[src/rtl/store_rmw_seq.sv]
// -----------------------------------------------------------------------------
// store_rmw_seq
//
// Read-modify-write sequencer for sb/sh/sw stores in the multicycle CPU
// datapath. A sub-word store reads the addressed memory word and captures it
// as MR for the external combinational store mask. The mask's merged result
// is then registered and written back with a single write strobe. Word
// stores skip the read. Illegal size codes produce an err pulse and never
// touch memory.
//
// Parameters
//   MEM_LAT      cycles from mem_addr valid to mem_rd_data valid (1..7)
//
// Ports
//   clk          system clock, rising-edge active
//   reset        asynchronous, active-low reset
//   start        store request, honoured only while idle
//   addr         byte address of the store (latched on accepted start)
//   ct           store size: 0 = sw, 1 = sh, 2 = sb, 3 = illegal
//   busy         high in every state except idle
//   done         one-cycle pulse, store finished
//   err          one-cycle pulse, illegal size code
//   mem_addr     memory address; latched addr while busy, 0 when idle
//   mem_rd_data  memory read word
//   mem_wr       memory write strobe, one cycle per legal store
//   mem_wr_data  registered merged word
//   mr_out       captured memory word, drives store mask MR
//   ct_out       latched size code, drives store mask CT
//   merged_in    store mask OUT
// -----------------------------------------------------------------------------
module store_rmw_seq #(
  parameter int unsigned MEM_LAT = 1
) (
  input  logic        clk,
  input  logic        reset,
  input  logic        start,
  input  logic [31:0] addr,
  input  logic [1:0]  ct,
  output logic        busy,
  output logic        done,
  output logic        err,
  output logic [31:0] mem_addr,
  input  logic [31:0] mem_rd_data,
  output logic        mem_wr,
  output logic [31:0] mem_wr_data,
  output logic [31:0] mr_out,
  output logic [1:0]  ct_out,
  input  logic [31:0] merged_in
);

  typedef enum logic [2:0] {
    S_IDLE,
    S_READ,
    S_CAPTURE,
    S_MERGE,
    S_WRITE,
    S_ERR
  } state_t;

  localparam logic [1:0] CT_SW      = 2'd0;
  localparam logic [1:0] CT_ILLEGAL = 2'd3;

  // Final count of the read wait; the read data is valid on the cycle after.
  localparam logic [2:0] READ_LAST = 3'(MEM_LAT - 1);

  state_t     state;
  logic [2:0] read_cnt;

  // mem_addr doubles as the latched store address: it only has to hold the
  // address while busy and read back 0 while idle, so no separate copy is kept.
  // ct_out likewise is the latched size code itself.
  //
  // NOTE: every state element here is updated with non-blocking assignments so
  // that all registers sample the values from before the clock edge; blocking
  // assignments would make later statements see already-updated state.
  always_ff @(posedge clk or negedge reset) begin
    if (!reset) begin
      state       <= S_IDLE;
      read_cnt    <= '0;
      busy        <= 1'b0;
      done        <= 1'b0;
      err         <= 1'b0;
      mem_addr    <= '0;
      mem_wr      <= 1'b0;
      mem_wr_data <= '0;
      mr_out      <= '0;
      ct_out      <= '0;
    end else begin
      // Pulse outputs default low; the states below raise them for one cycle.
      done   <= 1'b0;
      err    <= 1'b0;
      mem_wr <= 1'b0;

      unique case (state)
        S_IDLE: begin
          // A start here may coincide with the done/err pulse of the previous
          // store, which gives back-to-back operation.
          if (start) begin
            mem_addr <= addr;
            ct_out   <= ct;
            busy     <= 1'b1;
            if (ct == CT_SW) begin
              // Full-word store: the mask passes B straight through, so the
              // memory word is not needed.
              state <= S_MERGE;
            end else if (ct == CT_ILLEGAL) begin
              state <= S_ERR;
            end else begin
              read_cnt <= '0;
              state    <= S_READ;
            end
          end
        end

        S_READ: begin
          // Wait out the memory latency; start is ignored in all busy states.
          if (read_cnt == READ_LAST) begin
            state <= S_CAPTURE;
          end else begin
            read_cnt <= read_cnt + 3'd1;
          end
        end

        S_CAPTURE: begin
          mr_out <= mem_rd_data;
          state  <= S_MERGE;
        end

        S_MERGE: begin
          // mr_out, ct_out and B have been stable for the whole cycle, so the
          // combinational mask output is settled here.
          mem_wr_data <= merged_in;
          mem_wr      <= 1'b1;
          state       <= S_WRITE;
        end

        S_WRITE: begin
          // mem_wr and mem_wr_data are high/stable for this one cycle.
          busy     <= 1'b0;
          mem_addr <= '0;
          done     <= 1'b1;
          state    <= S_IDLE;
        end

        S_ERR: begin
          busy     <= 1'b0;
          mem_addr <= '0;
          err      <= 1'b1;
          state    <= S_IDLE;
        end

        default: begin
          busy     <= 1'b0;
          mem_addr <= '0;
          state    <= S_IDLE;
        end
      endcase
    end
  end

endmodule

[config.mk]
export PLATFORM = sky130hd
export DESIGN_NAME = store_rmw_seq
export DESIGN_NICKNAME = d
export VERILOG_FILES = /design/src/rtl/store_rmw_seq.sv
export SDC_FILE = /design/constraint.sdc
export NUM_CORES = 1
export LEC_CHECK = 0
export BUFFER_PORTS_ARGS = -buffer_cell sky130_fd_sc_hd__buf_2
export CELL_PAD_IN_SITES_DETAIL_PLACEMENT = 1
export CELL_PAD_IN_SITES_GLOBAL_PLACEMENT = 1
export CORE_ASPECT_RATIO = 1.1
export CORE_MARGIN = 8
export CORE_UTILIZATION = 38
export CTS_CLUSTER_DIAMETER = 150
export DETAILED_ROUTE_END_ITERATION = 8
export PLACE_DENSITY = 0.94
export SETUP_SLACK_MARGIN = 0.15
export SLEW_MARGIN = 40
export SYNTH_ARGS = -nofsm -noshare
export SYNTH_HDL_FRONTEND = slang
export SYNTH_SLANG_ARGS = --single-unit
export TNS_END_PERCENT = 50
[constraint.sdc]
create_clock -name clk -period 3.9 [get_ports clk]
set_clock_uncertainty 0.2 [all_clocks]
set_input_delay 0.78 -clock clk [delete_from_list [all_inputs] [get_ports clk]]
set_output_delay 0.78 -clock clk [all_outputs]
set_load 0.005 [all_outputs]
After elaboration in Yosys (flattened, before gate mapping):

Cells that the tools add are included.

* logic and storage cells: 49
* output and inout bits: 102
* bits in registers: 108
* input port bits: 101

* reductions and logical operators: 9
* mux-type cells: 17
* $add $sub $neg: 1
* bitwise logic cells: 1
* equal/unequal tests: 11

Operators with widths (number)
* one-hot mux 32 bit (2 select lines): 1
* 2-to-1 mux 32 bit: 1
* 2-to-1 mux 3 bit: 8
* one-hot mux 3 bit (4 select lines): 1
* inequality test 2 bit (second input constant): 5
* == test 3 x 2 -> 1 bit (second input constant): 2
* == test 3 bit (second input constant): 2
* zero test 3 bit: 2
* one-hot mux 3 bit (2 select lines): 1
* AND reduction 2 bit: 3
* AND reduction 5 bit: 1
* 2-to-1 mux 1 bit: 4
* adder 3 x 1 -> 3 bit (second input constant): 1
* == test 3 x 1 -> 1 bit (second input constant): 1
* OR reduction 3 bit: 1
* == test 2 bit (second input constant): 1
* zero test 2 bit: 1
* one-hot mux 1 bit (2 select lines): 1
* nonzero test 2 bit: 1
* NOT 1 bit: 1

Depth between registers and ports, before layout:

* word-level depth: 5
* depth in mapped cells: 5
* mapped depth without buffers: 5

Worst setup path after synthesis:

Ideal clock, no wire load.

* path type: input-to-reg
* start point: in start
* end point: reg read_cnt[1]
* stages on the path: 4
* buffers on the path: 1
* arrival: 1680 ps
* setup time: 122 ps
* required time: 3578 ps
* setup slack: 1898 ps
* cells stage by stage: or4b_1 > buf_2 > a2bb2oi_1 > a32o_1

* word-level cells in the longest chain between the ends: 2

Ends and longest elaborated chain
* start, declared: line 36 `input logic start,`
* inequality test 2 bit (no source line)
* AND reduction 5 bit (no source line)
* end signal, assigned: line 120 `read_cnt <= read_cnt + 3'd1;`
* end, declared: line 67 `logic [2:0] read_cnt;`

No other way between the ends.
A chain may end at the register's enable or synchronous reset.

Worst setup path after layout:

* start point: reg state[1]
* end point: reg read_cnt[1]

* word-level cells in the longest chain between the ends: 3
* elaborated cells on any way between the ends: 9
* those cells by class: eq/ne (5); mux (1); reduce/logical (3)

Ends and longest elaborated chain
* start, declared: line 66 `state_t state;`
* start signal, assigned: line 78 `state <= S_IDLE;`
* start signal, assigned: line 105 `state <= S_MERGE;`
* start signal, assigned: line 107 `state <= S_ERR;`
* == test 3 x 1 -> 1 bit / zero test 3 bit (equally long branches): line 94 `unique case (state)`
* inequality test 2 bit (no source line) / nonzero test 2 bit (equally long branches)
* AND reduction 5 bit (no source line)

Parallel ways exist; a longest one is shown, timed or not.

==> results by group <==
Synth
  • Multiplexer area fraction after synthesis: 17.6%
  • Largest family of logic cells by synthesized area: multiplexers
  • Sequential cell area fraction in the yosys report: 66.0%
  • Dominant cell type by area after synthesis: dfrtp_1
  • Post-Synth Adder-Cell Area: 0.611%
  • Number of flip-flops and latches in the synthesized netlist: 108
  • Most area-consuming cells after synthesis: dfrtp_1, mux2_2, a22o_1
  • Post-synthesis simple-gate area fraction: 4.00%
  • Area fraction in compound gates after synthesis: 8.92%
  • List of most frequent post-synthesis cells: dfrtp_1, mux2_2, a22o_1, buf_2, nand2_1
  • Cells after Synth: 264
  • Most repeated cell in the gate-level netlist after synthesis: dfrtp_1
  • Number of enable flip-flop cells after synthesis: 0
  • Post-Synthesis Cell Area: 4100 sq um
  • Synthesized-area fraction occupied by xor and xnor cells: 0.214%
  • Post-synth ARST share: 100%
  • Synth unique cells: 30
  • Top-area cell type share of the netlist area: 66.0%
  • Most used flip-flop cell after synthesis: dfrtp_1
  • Yosys Warn Count: 0
  • Average size of a mapped cell: 15.5 sq um
  • Number of nets produced by synthesis: 367

Power
  • Final Total Pwr: 0.00468 W
  • Leakage dissipation: 2.86 nW
  • Peak supply drop: 0.000296 V
  • Power per standard cell area: 836 nW/um^2

Worst setup path
  • Cell breakdown of the critical path: or4b_1 -> a2bb2oi_1 -> a32o_1
  • Crit-path leading delay family: simple AND/OR/NAND/NOR gates
  • Critical path buffers and inverters: 0
  • Type of element launching the critical path: register
  • Nature of the critical path endpoint: register
  • Worst endpoint data arrival time: 1950 ps
  • Critical setup path kind: register to register
  • Slack of the worst reg-to-reg path: 1970 ps
  • Endpoint required time on the critical path: 3920 ps
  • Crit-path max cell delay: 670 ps
  • Worst path slowest cell: or4b_1
  • Worst Path Max Fanout: 11

GRT
  • GR Overflow Total: 0
  • Routing usage on met2: 28.3%
  • Initial antenna violation count: 1
  • Routing usage on met3: 5.97%
  • Total Routing Usage GR: 16.5%
  • Busiest metal layer after global routing: met2
  • First-pass GRT wire length: 18600 microns
  • Met1 Track Usage GR: 18.4%
  • Via count of the first global-routing pass: 3405
  • Maximum number of pins on one net before global-route repair: 89

Outcome
  • Result of the run: completed

Timing
  • Share of the clock period used by the worst path: 49.5%
  • Relative slew slack: 53.9%
  • Final slew viol count: 0
  • RSZ-0062 raised after global routing: false
  • Total of endpoints with negative setup slack in the final report: 0
  • Worst slew pin tran: 692 ps
  • Number of failing hold endpoints at the final stage: 0
  • Highest achievable clock rate: 518 MHz
  • Post-route minimum period: 1930 ps
  • Setup total negative slack: 0 ps

Routing
  • Detailed-route via count: 2934
  • 1st-iter DRT viols: 100
  • Antenna viol nets, final: 0
  • Detailed-route DRC error count: 0
  • Via count normalized by instance count: 4.77
  • Total wirelength of the detailed-routed design: 11700 microns
  • Routed length per placed instance: 19.0 microns
  • Count of TritonRoute iterations in the first routing pass: 4

Min path
  • Classification of the worst-slack hold path: input port to async pin

Cells and area
  • Area added between synthesis and finish: 36.7%
  • Share of post-route cells with drive strength above 1: 61.6%
  • Number of filler cells placed in the layout: 1130
  • # nets final: 569

Floorplan
  • Chip Width: 115 microns
  • Placement row count: 39
  • Y dimension of the die: 125 microns
  • Starting utilization of the core area: 39.2%
  • Num ports: 203
  • Die area: 14400 sq um
  • Floorplan Core Area: 10400 sq um

Clock tree
  • Cts-stage hold buffer count: 0
  • Post-CTS repair timing setup buffer count: 0
  • Cells resized by post-CTS repair: 0
  • TritonCTS Buffers: 9
  • Clock tree from TritonCTS: yes
  • Latest clock arrival within the worst-skew pair: 330 ps
  • Clk pin slew, worst setup/hold paths: 70 ps
  • Number of clock sinks seen by CTS: 108
  • Clock root cell: clkbuf_16
  • CTS HTree Levels: 3
  • Number of buffers on the longest clock path: 2

Place
  • Final GP Congestion: 0.809
  • Detailed placer's ending HPWL: 9150 microns
  • Quantity of I/O buffers inserted on ports: 202

Flow run
  • MaxCap Viol Count: 0
## stage by stage
stage / area, sq um / util (%) / worst slack (ps) / instances / hold slack, ps
2_1_floorplan: 4100 / - / 1900 / 264 / 266
3_5_place_dp: 5250 / 50.2 / 1690 / 598 / 274
6_report: 5600 / 53.6 / 1970 / 615 / 271
3_3_place_gp: 5240 / 50.2 / 1730 / 598 / 267
5_1_grt: 5600 / 53.6 / 1850 / 615 / 318
4_1_cts: 5590 / 53.6 / 1950 / 614 / 298
## power by group
| group | total, W | internal, W | switching, W |
|---|---|---|---|
| sequential | 0.00197 | 0.00165 | 0.000322 |
| clock | 0.00103 | 0.000632 | 0.000396 |
| combinational | 0.00168 | 0.000941 | 0.000741 |
## layout make-up
class / instances / area [sq um] / share of cell area, %
diodes: 1 / 2.50 / 0.0447
clock buffers: 9 / 225 / 4.02
clock inverters: 7 / 124 / 2.21
inverters: 4 / 15.0 / 0.268
multi-input cells: 136 / 1290 / 23.1
flip-flops and latches: 108 / 2700 / 48.3
well taps: 143 / 179 / 3.20
repair buffers: 207 / 1060 / 18.9
## cells in the final DEF (no fill, tap or decap), drive strengths merged, types with 2 or more instances in the layout
cell type and n:
ha 2, inv 5, mux2 64, bufinv 3
a21oi 3, clkinv 2, and2 2, clkbuf 10
a2bb2oi 2, nand2 8, o21ai 2, buf 206
nor2 3, nor3b 3, nor2b 2, a22o 32
dfrtp 108
## sequential cells by signal (all words and copies together), names as in the netlist, 2 cells and up
signal	flops
read_cnt	3
mr_out	32
state	3
mem_addr	32
mem_wr_data	32
ct_out	2
## worst reg2reg max path, cell delays in order, from the launching register on
cell and delay [ps]:
dfrtp_1 510, or4b_1 670, a2bb2oi_1 210, a32o_1 230
## cell families after synthesis
| logic type | after synthesis |
|---|---|
| xor+xnor | 1 |
| fa+ha+maj | 2 |
| buf+inv | 20 |
| compound gates | 44 |
| simple gates | 25 |
| mux | 64 |
| flops | 108 |
## per-layer routing
| metal | wire length [microns] | up-vias |
|---|---|---|
| li1 | - | 1355 |
| met1 | 4510 | 1424 |
| met2 | 5900 | 142 |
| met3 | 1050 | 13 |
| met4 | 197 | 0 |
| met5 | 0 | - |
## final timing paths
kind,cells after the start,startpoint,endpoint
max in group asynchronous,2,reset,mem_addr[16]
min,1,reset,mr_out[29]
min reg2reg,1,mem_wr_data[19],mem_wr_data[19]
max reg2reg,3,state[1],read_cnt[1]
max,3,state[1],read_cnt[1]
min in group clk,1,mem_wr_data[19],mem_wr_data[19]
(Power assumes the default switching activity.)
